`config.mk`:
```
export PLATFORM = sky130hd
export DESIGN_NAME = booth_mult_pipe
export DESIGN_NICKNAME = d
export VERILOG_FILES = /design/src/rtl/booth_mult_pipe.sv
export SDC_FILE = /design/constraint.sdc
export NUM_CORES = 1
export LEC_CHECK = 0
export CORE_MARGIN = 2
export CORE_UTILIZATION = 65
export CTS_BUF_LIST = sky130_fd_sc_hd__clkbuf_2
export DETAILED_ROUTE_END_ITERATION = 10
export MAX_ROUTING_LAYER = met4
export PLACE_DENSITY = 0.85
export SLEW_MARGIN = 15
export SYNTH_ARGS = -nofsm -noshare
export SYNTH_HDL_FRONTEND = slang
export SYNTH_SLANG_ARGS = --single-unit
```
`constraint.sdc`:
```
create_clock -name clk -period 23.7 [get_ports clk]
set_clock_uncertainty 0.15 [all_clocks]
set_input_delay 4.74 -clock clk [delete_from_list [all_inputs] [get_ports clk]]
set_output_delay 4.74 -clock clk [all_outputs]
set_load 0.005 [all_outputs]
```
`src/rtl/booth_mult_pipe.sv`:
```
// Radix-4 Booth multiplier, fixed 6-stage pipeline with a single global stall enable.
// Per-transaction signed/unsigned operands; a sideband tag rides along with each operation.
module booth_mult_pipe #(
  parameter int WIDTH = 8,
  parameter int TAG_W = 4
) (
  input  logic                 clk,
  input  logic                 rst,
  input  logic                 in_valid,
  output logic                 in_ready,
  input  logic [WIDTH-1:0]     a,
  input  logic [WIDTH-1:0]     b,
  input  logic [1:0]           sm,
  input  logic [TAG_W-1:0]     tag_in,
  output logic                 out_valid,
  input  logic                 out_ready,
  output logic [2*WIDTH-1:0]   p,
  output logic [TAG_W-1:0]     tag_out
);

  localparam int AW = WIDTH + 2;       // extended multiplicand width
  localparam int BW = WIDTH + 3;       // {ext2, b, 0}
  localparam int ND = WIDTH / 2 + 1;   // Booth digits
  localparam int PW = 2 * WIDTH + 4;   // partial-product sum width
  localparam int NT = ND / 2 + 1;      // terms after pairwise add (last one holds the correction)

  if ((WIDTH % 2) != 0 || WIDTH < 4) begin : g_width_check
    $error("booth_mult_pipe: WIDTH must be even and >= 4");
  end

  logic adv;
  assign adv      = ~out_valid | out_ready;
  assign in_ready = adv;

  // S1 capture
  logic             s1_v;
  logic [AW-1:0]    s1_a;
  logic [BW-1:0]    s1_b;
  logic [TAG_W-1:0] s1_tag;

  always_ff @(posedge clk) begin
    if (rst) begin
      s1_v <= 1'b0;
    end else if (adv) begin
      s1_v   <= in_valid;
      s1_a   <= {{2{sm[1] & a[WIDTH-1]}}, a};
      s1_b   <= {{2{sm[0] & b[WIDTH-1]}}, b, 1'b0};
      s1_tag <= tag_in;
    end
  end

  // S2 Booth decode
  logic [ND-1:0]    d_sel1, d_sel2, d_neg;
  logic             s2_v;
  logic [ND-1:0]    s2_sel1, s2_sel2, s2_neg;
  logic [AW-1:0]    s2_a1, s2_a2;
  logic [TAG_W-1:0] s2_tag;

  always_comb begin
    d_sel1 = '0;
    d_sel2 = '0;
    d_neg  = '0;
    for (int i = 0; i < ND; i++) begin
      d_sel1[i] = s1_b[2*i] ^ s1_b[2*i+1];
      d_sel2[i] = (s1_b[2*i+2] & ~s1_b[2*i+1] & ~s1_b[2*i]) |
                  (~s1_b[2*i+2] & s1_b[2*i+1] & s1_b[2*i]);
      d_neg[i]  = s1_b[2*i+2];
    end
  end

  always_ff @(posedge clk) begin
    if (rst) begin
      s2_v <= 1'b0;
    end else if (adv) begin
      s2_v    <= s1_v;
      s2_sel1 <= d_sel1;
      s2_sel2 <= d_sel2;
      s2_neg  <= d_neg;
      s2_a1   <= s1_a;
      s2_a2   <= {s1_a[AW-2:0], 1'b0};
      s2_tag  <= s1_tag;
    end
  end

  // S3 partial-product select; negative digits are inverted here, +1 added in S4
  logic [ND-1:0][AW-1:0] pp;
  logic                  s3_v;
  logic [ND-1:0][AW-1:0] s3_pp;
  logic [ND-1:0]         s3_neg;
  logic [TAG_W-1:0]      s3_tag;

  always_comb begin
    pp = '0;
    for (int i = 0; i < ND; i++) begin
      pp[i] = (({AW{s2_sel1[i]}} & s2_a1) | ({AW{s2_sel2[i]}} & s2_a2)) ^ {AW{s2_neg[i]}};
    end
  end

  always_ff @(posedge clk) begin
    if (rst) begin
      s3_v <= 1'b0;
    end else if (adv) begin
      s3_v   <= s2_v;
      s3_pp  <= pp;
      s3_neg <= s2_neg;
      s3_tag <= s2_tag;
    end
  end

  // S4 align, pairwise add, fold in negation correction
  logic [ND-1:0][PW-1:0] ext;
  logic [PW-1:0]         corr;
  logic [NT-1:0][PW-1:0] t4;
  logic                  s4_v;
  logic [NT-1:0][PW-1:0] s4_t;
  logic [TAG_W-1:0]      s4_tag;

  always_comb begin
    ext  = '0;
    corr = '0;
    t4   = '0;
    for (int i = 0; i < ND; i++) begin
      ext[i]      = {{(PW-AW){s3_pp[i][AW-1]}}, s3_pp[i]} << (2*i);
      corr[2*i]   = s3_neg[i];
    end
    for (int j = 0; j < ND / 2; j++) begin
      t4[j] = ext[2*j] + ext[2*j+1];
    end
    t4[NT-1] = corr;
    if ((ND % 2) == 1) t4[NT-1] = corr + ext[ND-1];
  end

  always_ff @(posedge clk) begin
    if (rst) begin
      s4_v <= 1'b0;
    end else if (adv) begin
      s4_v   <= s3_v;
      s4_t   <= t4;
      s4_tag <= s3_tag;
    end
  end

  // S5 carry-save reduction to sum/carry pair
  logic [PW-1:0]    cs_s, cs_c, cs_m;
  logic             s5_v;
  logic [PW-1:0]    s5_s, s5_c;
  logic [TAG_W-1:0] s5_tag;

  always_comb begin
    cs_s = s4_t[0];
    cs_c = '0;
    cs_m = '0;
    for (int j = 1; j < NT; j++) begin
      cs_m = (cs_s & cs_c) | (cs_s & s4_t[j]) | (cs_c & s4_t[j]);
      cs_s = cs_s ^ cs_c ^ s4_t[j];
      cs_c = cs_m << 1;
    end
  end

  always_ff @(posedge clk) begin
    if (rst) begin
      s5_v <= 1'b0;
    end else if (adv) begin
      s5_v   <= s4_v;
      s5_s   <= cs_s;
      s5_c   <= cs_c;
      s5_tag <= s4_tag;
    end
  end

  // S6 final add; output registers only update on a valid entry
  logic [PW-1:0] sum_w;
  logic          unused_sum_hi;
  assign sum_w         = s5_s + s5_c;
  assign unused_sum_hi = ^sum_w[PW-1:2*WIDTH];

  always_ff @(posedge clk) begin
    if (rst) begin
      out_valid <= 1'b0;
      p         <= '0;
      tag_out   <= '0;
    end else if (adv) begin
      out_valid <= s5_v;
      if (s5_v) begin
        p       <= sum_w[2*WIDTH-1:0];
        tag_out <= s5_tag;
      end
    end
  end

endmodule

```
==> out/results.env, run 1 <==
VIAS_POST_DR=5230
FIRST_PASS_ITERS=5
POSTSYNTHREGISTERBITS=206
GRT_OVERFLOW=0
SLEW_VIOL_FINAL=0
CRITICAL_PATH.ENDPOINT_TYPE='primary output'
WORST_IR_DROP_VDD_mV=0.05012
MAXIMUM_LEVEL_OF_THE_CTS_H_TREE=2
P_PER_AREA_nW_PER_UM2=83.76
CORE-AREA_UM2=13830
CRITICAL_PATH_PEAK_FANOUT=8
TIMING.FINAL.WS_SETUP_NS=12.47
SUMMED_NEGATIVE_SETUP_SLACK_OVER_ALL_ENDPOINTS_NS=0
TRITONCTS='built'
FINAL.MIN_CLOCK_PERIOD_NS=11.23
DRT_ITER0_MARKERS=325
FINALHOLDVIOLCOUNT=0
CLK-INSERTION-DELAY-LATE_NS=0.77
CTS_ROOT_BUF='clkbuf_2'
ANTENNA_VIOLATING_NETS_POST_ROUTE=0
FMAXACHIEVABLE_MHz=89.04
GRT_ANTENNA_BEFORE_REPAIR=0
BUFFER_DEPTH_OF_THE_LONGEST_CLOCK_PATH=3
N_ANTENNA_CELL=0
CTS_INSERTED_BUFFERS=49
PLACE_HPWL_UM=9578
DIE_HEIGHT_UM=122.9
GLOBAL_ROUTE.USAGE.TOTAL_PCT=20.36
POSTSYNTHNETCOUNT=770
SYNTH_ENABLE_FLOP_CELLS=180
HOLDBUFCOUNTCTS=0
TOTAL_POWER_W=0.0008575
TOTALWIRELENGTH_UM=14030
WORSTHOLDPATHTYPE='reg -> reg'
POWER.LEAKAGE_nW=3.863
MIN_PERIOD_OVER_PERIOD_PCT=47.39
ROUTABILITY_CONG=0.8680
GRT_SETUP_UNREPAIRED='no'
CLOCK-SINKS=206
DRCVIOLATIONCOUNT=0
FINALSETUPVIOLCOUNT=0
FLOORPLAN_DIE_WIDTH_UM=122.9
POST_CTS.REPAIR.SETUP_BUFFERS=0
GRT_START_MAX_NET_PINS=98
CRIT_TYPE='in -> out'
WORST-SLEW-PIN-TRANSITION_NS=1.130
N_FILL_CELL=870
MAPPEDNETLISTAREA_UM2=9191
PIN_COUNT=48
AREA_DELTA_SYNTH_FINAL_PCT=11.39
ASYNC_RESET_FF_SHARE_PCT=0
START_UTIL_PCT=66.47
CRIT_PATH_START_KIND='primary input'
WORST_SETUP_HOLD_PATH_CLK_SLEW_NS=0.09
WORST_EP_ARRIVAL_TIME_NS=6.34
POST_CTS_RESIZED=0
VIA_COUNT_OF_THE_FIRST_GLOBAL_ROUTING_PASS=5309
DRIVE_ABOVE_1_SHARE_PCT=11.85
GRT_FIRST_PASS_WIRELENGTH_UM=23450
MAX_SLEW_HEADROOM_AT_THE_WORST_PIN_PCT=24.69
AVGSYNTHCELLAREA_UM2=13.44
NUMPORTBUFFERS=47
DPL_WORST_SLACK_NS=12.50
AVGROUTEDWIREPERCELL_UM=14.41
RUN_STATUS='complete, no violations'
DESIGN.FINAL.NETS=838
NUMBER_OF_WARNINGS_ISSUED_BY_YOSYS=0
FP.DIEAREA_UM2=15110
POSTSYNTHCELLCOUNT=684
YOSYSUNIQUECELLTYPES=46
TIMING.MAX_CAP.VIOLATIONS=0
CORE.ROWCOUNT=43
SYNTH_SEQUENTIAL_AREA_RATIO_PCT=64.47
CRITPATHREQUIREDTIME_NS=18.81
VIASPERCELL=5.375
YS_FLOP_TYPE='edfxtp_1'
[kinds of logic after synthesis]
| logic type | synth area share (%) |
|---|---|
| AOI/OAI and AO/OA | 8.399 |
| DFF | 64.47 |
| and+or+nand+nor | 6.248 |
| buffers and inverters | 3.403 |
| xor gates and xnor gates | 8.386 |
| adders and majority gates | 8.984 |
| muxes | 0.1089 |
[power breakdown]
part / internal, W / total (W) / leakage (nW) / switching, W
Combinational: 0.0000773 / 0.000171 / 1.54 / 0.0000942
Sequential: 0.000446 / 0.000467 / 1.98 / 0.0000207
Clock: 0.0000846 / 0.000219 / 0.341 / 0.000135
[synth_stat cells, drive strengths merged (4+ instances only)]
cell type / number / area, um2
a22oi: 32 / 240.2
inv: 50 / 187.7
a21o: 4 / 30.03
xor2: 14 / 122.6
nor2: 23 / 86.33
nor2b: 8 / 50.05
clkbuf: 28 / 105.1
a21oi: 38 / 193.9
o31ai: 5 / 47.54
buf: 4 / 20.02
dfxtp: 26 / 520.5
nand3: 7 / 40.04
a211oi: 7 / 62.56
edfxtp: 180 / 5405
o21ai: 22 / 113.9
fa: 10 / 200.2
xnor2: 74 / 648.1
ha: 50 / 625.6
nand2: 67 / 251.5
[cells in the final DEF (no fill, tap or decap), drive strengths merged, types with 3 or more instances in the layout]
cell,count
ha,50
or3,3
clkdlybuf4s50,47
a31oi,3
clkinv,15
o21ai,22
fa,10
a211oi,7
a21oi,38
nor2,23
inv,50
edfxtp,180
nand2b,3
nor2b,8
xor2,14
clkinvlp,3
a21o,4
nor3,3
o31ai,5
nand3,7
dfxtp,26
nand4,3
a22oi,32
and2,3
xnor2,74
clkbuf,74
nand2,67
[worst paths after layout]
check                  from        end  slack (ns)  cells after the start
setup / recovery  out_ready   in_ready       12.47                      4
hold / removal    s1_tag[1]  s2_tag[1]        0.24                      0
setup reg to reg  out_valid  s3_neg[2]       20.49                      4
hold reg to reg   s1_tag[1]  s2_tag[1]        0.24                      0
[sequential cells by signal, indices dropped and copies added, names as in the netlist]
name       cells
s1_tag         4
s2_a1          9
s2_sel2        4
out_valid      1
s5_tag         4
s4_v           1
s2_neg         5
s5_s          16
s1_v           1
s1_a           9
s3_v           1
s2_tag         4
s4_t          37
s2_sel1        5
s2_v           1
ext           48
s4_tag         4
tag_out        4
s1_b           9
s3_neg         5
s3_tag         4
p             16
s5_v           1
s5_c          13
[worst max-delay path, cell delays in order]
cell and delay (ns):
clkdlybuf4s50_1 0.40, nor2b_1 0.54, inv_2 0.17, clkdlybuf4s50_1 0.49
[area by class of cell]
class | instances | area, um2 | area share [%]
Multi-Input combinational cell | 396 | 2960 | 28.91
Clock buffer | 74 | 370.4 | 3.617
Clock inverter | 18 | 83.83 | 0.8188
Timing Repair Buffer | 49 | 485.5 | 4.742
Inverter | 50 | 187.7 | 1.833
Tap cell | 180 | 225.2 | 2.200
Sequential cell | 206 | 5926 | 57.88
[metrics by stage]
stage                     area (um2)  hold slack [ns]  instances  utilization [%]
after floorplan                 9191           0.2503        684                -
after global placement          9784           0.2509        881            70.76
after detailed placement        9784           0.2545        881            70.76
after CTS                      10240           0.2127        973            74.05
after global routing           10240           0.2222        973            74.05
final                          10240           0.2390        973            74.05
[metal layers]
layer  track usage (%)  up-vias  share of wire, %
li1                  -     2607                 -
met1             21.49     2464                40
met2             36.19      141                53
met3             5.720       18               5.2
met4             7.759        0               1.6
met5                 -        -                 0
Note: power is estimated with default switching activity, not from simulation.
==> inputs of run 2 (changes only) <==
Settings changed: CORE_UTILIZATION 65 to 62, PLACE_DENSITY 0.85 to 0.82.
Clock period 23.7 ns to 10.4 ns, I/O delays scaled along.
==> run 2 against run 1 <==
Against the previous run:
- critical path depth did not move
- worst setup slack got worse by 8.0 ns
- via count fell by 0.75%
- hold slack improved by 0.025 ns
- count of clock-buffer cells in the layout rose by 1
- register-to-register slack got worse by 13 ns
- sequential cell count did not move
- routed wire length rose by 0.21%
- total power rose by 130%
- sequential share of layout area barely moved
- critical endpoint unchanged
- highest routed layer unchanged
==> out/results.env, run 2 (synthesis gave the netlist of run 1 again) <==
LEADING_CELL_TYPES_IN_THE_LAYOUT_FILL_AND_TAPS_EXCLUDED='180 x edfxtp_1, 75 x clkbuf_2, 74 x xnor2_1'
CRITICAL_PATH_PEAK_FANOUT=8  # unchanged
CORE.ROWCOUNT=44  # +2.3%
FP.DIEAREA_UM2=15810  # +4.7%
TRITONCTS='built'
SUMMED_NEGATIVE_SETUP_SLACK_OVER_ALL_ENDPOINTS_NS=0  # unchanged
CRIT_TYPE='in -> out'
GRT_FIRST_PASS_WIRELENGTH_UM=23910  # +1.9%
MIN_PERIOD_OVER_PERIOD_PCT=56.73
FINAL.MIN_CLOCK_PERIOD_NS=5.900
TOTAL_POWER_W=0.001947  # +130%
GRT_START_MAX_NET_PINS=84  # -14%
POWER.LEAKAGE_nW=3.870  # +0.18%
SETUP.REG_TO_REG.WORST_SLACK_NS=7.86  # -12.63 ns
LARGEST_REGISTER_FF_COUNT=48  # unchanged
PLACE_HPWL_UM=9582  # about the same
VIAS_POST_DR=5191  # -0.75%
N_ANTENNA_CELL=0  # unchanged
WORST_HOLD_SLACK_NS=0.2637  # +0.02471 ns
RUN_STATUS='complete, no violations'
BUFFER_DEPTH_OF_THE_LONGEST_CLOCK_PATH=3  # unchanged
CPMAXSTAGEDELAYCELL='nor2b_1'
FMAXACHIEVABLE_MHz=169.5
P_PER_AREA_nW_PER_UM2=190.2  # +130%
WORST-SLEW-PIN-TRANSITION_NS=1.053  # -0.07681 ns
MAX_SLEW_HEADROOM_AT_THE_WORST_PIN_PCT=29.59  # +4.9 points
ANTENNA_VIOLATING_NETS_POST_ROUTE=0  # unchanged
FLOORPLAN_DIE_WIDTH_UM=125.8  # +2.3%
CLOCK-SINKS=206  # unchanged
DPL-INSTANCE-AREA_UM2=9789  # about the same
VIASPERCELL=5.313  # -1.2%
CLK-INSERTION-DELAY-LATE_NS=0.75  # -0.02 ns
CTS_INSERTED_BUFFERS=50  # +2.0%
FINAL_AREA_UM2=10230  # about the same
CRIT_FAMILY='buffers and inverters'
WORSTHOLDPATHTYPE='reg -> reg'
CP_SLOWEST_STAGE_DELAY_NS=0.53  # about the same
DRIVE_ABOVE_1_SHARE_PCT=11.60  # -0.25 points
HOLDBUFCOUNTCTS=0  # unchanged
DRT_ITER0_MARKERS=330  # +1.5%
CRITICAL_PATH.ENDPOINT_TYPE='primary output'
FIRST_PASS_ITERS=4  # -1
N_FILL_CELL=989  # +14%
DIE_HEIGHT_UM=125.8  # +2.3%
DESIGN.FINAL.NETS=839  # +0.12%
PIN_COUNT=48  # unchanged
WORST_SETUP_HOLD_PATH_CLK_SLEW_NS=0.10  # about the same
MAXIMUM_LEVEL_OF_THE_CTS_H_TREE=2  # unchanged
WORST_IR_DROP_VDD_mV=0.08979  # +79%
AVGROUTEDWIREPERCELL_UM=14.39  # -0.20%
CRITICAL_PATH.CELL_CHAIN='clkdlybuf4s50_1 > nor2b_1 > inv_2 > clkdlybuf4s50_1'
FINALSETUPVIOLCOUNT=0  # unchanged
POST_CTS.REPAIR.SETUP_BUFFERS=0  # unchanged
AREA_DELTA_SYNTH_FINAL_PCT=11.34  # about the same
WORST_PATH_MOST_REPEATED_CELL='clkdlybuf4s50_1'
TOTALWIRELENGTH_UM=14060  # +0.21%
START_UTIL_PCT=63.24  # -3.2 points
VIA_COUNT_OF_THE_FIRST_GLOBAL_ROUTING_PASS=5327  # +0.34%
DRCVIOLATIONCOUNT=0  # unchanged
SLEW_VIOL_FINAL=0  # unchanged
CRITPATHREQUIREDTIME_NS=8.17  # -10.64 ns
CORE-AREA_UM2=14530  # +5.1%
CTS_ROOT_BUF='clkbuf_2'
TIMING.FINAL.WS_SETUP_NS=4.500  # -7.969 ns
NUMPORTBUFFERS=47  # unchanged
POST_CTS_RESIZED=0  # unchanged
WORST_EP_ARRIVAL_TIME_NS=3.67  # -2.67 ns
LAYOUT.CELLS.MOST_COMMON='edfxtp_1'
GRT_OVERFLOW=0  # unchanged
TIMING.MAX_CAP.VIOLATIONS=0  # unchanged
DPL_WORST_SLACK_NS=4.514  # -7.983 ns
TIMING.CRITICAL_PATH.BUF_INV=3  # unchanged
GRT_ANTENNA_BEFORE_REPAIR=0  # unchanged
GLOBAL_ROUTE.USAGE.TOTAL_PCT=19.07  # -1.3 points
ROUTABILITY_CONG=0.9066  # +4.4%
CRIT_PATH_START_KIND='primary input'
GRT_SETUP_UNREPAIRED='no'
FINALHOLDVIOLCOUNT=0  # unchanged
run 2: worst register-to-register path, delay by kind of cell (launching register included):
family,cells,cell delay (ns)
AND/OR/NAND/NOR,2,0.75
buffers and inverters,1,0.87
flip-flops,1,0.32
run 2: final timing paths:
check	startpoint	endpoint	depth (start not counted)
setup / recovery	out_ready	in_ready	4
hold / removal	s3_neg[1]	s4_t[42]	0
setup reg to reg	out_valid	ext[73]	3
hold reg to reg	s3_neg[1]	s4_t[42]	0
run 2: layer usage:
metal	up-vias	global-route usage (%)	wire [um]
met2	161	32.46	7202
met3	44	4.928	735
met4	0	8.985	420
li1	2602	-	-
met5	-	-	0
met1	2384	21.06	5697
run 2: final cells by class:
class / count / area (um2) / area share [%]
clock buffer: 75 / 375.4 / 3.668
clock inverter: 17 / 68.82 / 0.6725
inverter: 50 / 187.7 / 1.834
multi-input combinational: 396 / 2960 / 28.93
sequential: 206 / 5926 / 57.90
tap: 184 / 230.2 / 2.250
timing repair buffer: 49 / 485.5 / 4.744
run 2: report_power, final:
group,switching [W],internal (W),total (W)
combinational,0.000211,0.000176,0.000387
sequential,0.0000473,0.00102,0.00106
clock,0.000303,0.000193,0.000496
run 2: stage by stage:
| stage | cells | utilization [%] |
|---|---|---|
| final | 977 | 70.41 |
| after global routing | 977 | 70.41 |
| after CTS | 977 | 70.41 |
| after detailed placement | 885 | 67.36 |
| after global placement | 885 | 67.36 |
| after floorplan | 684 | - |
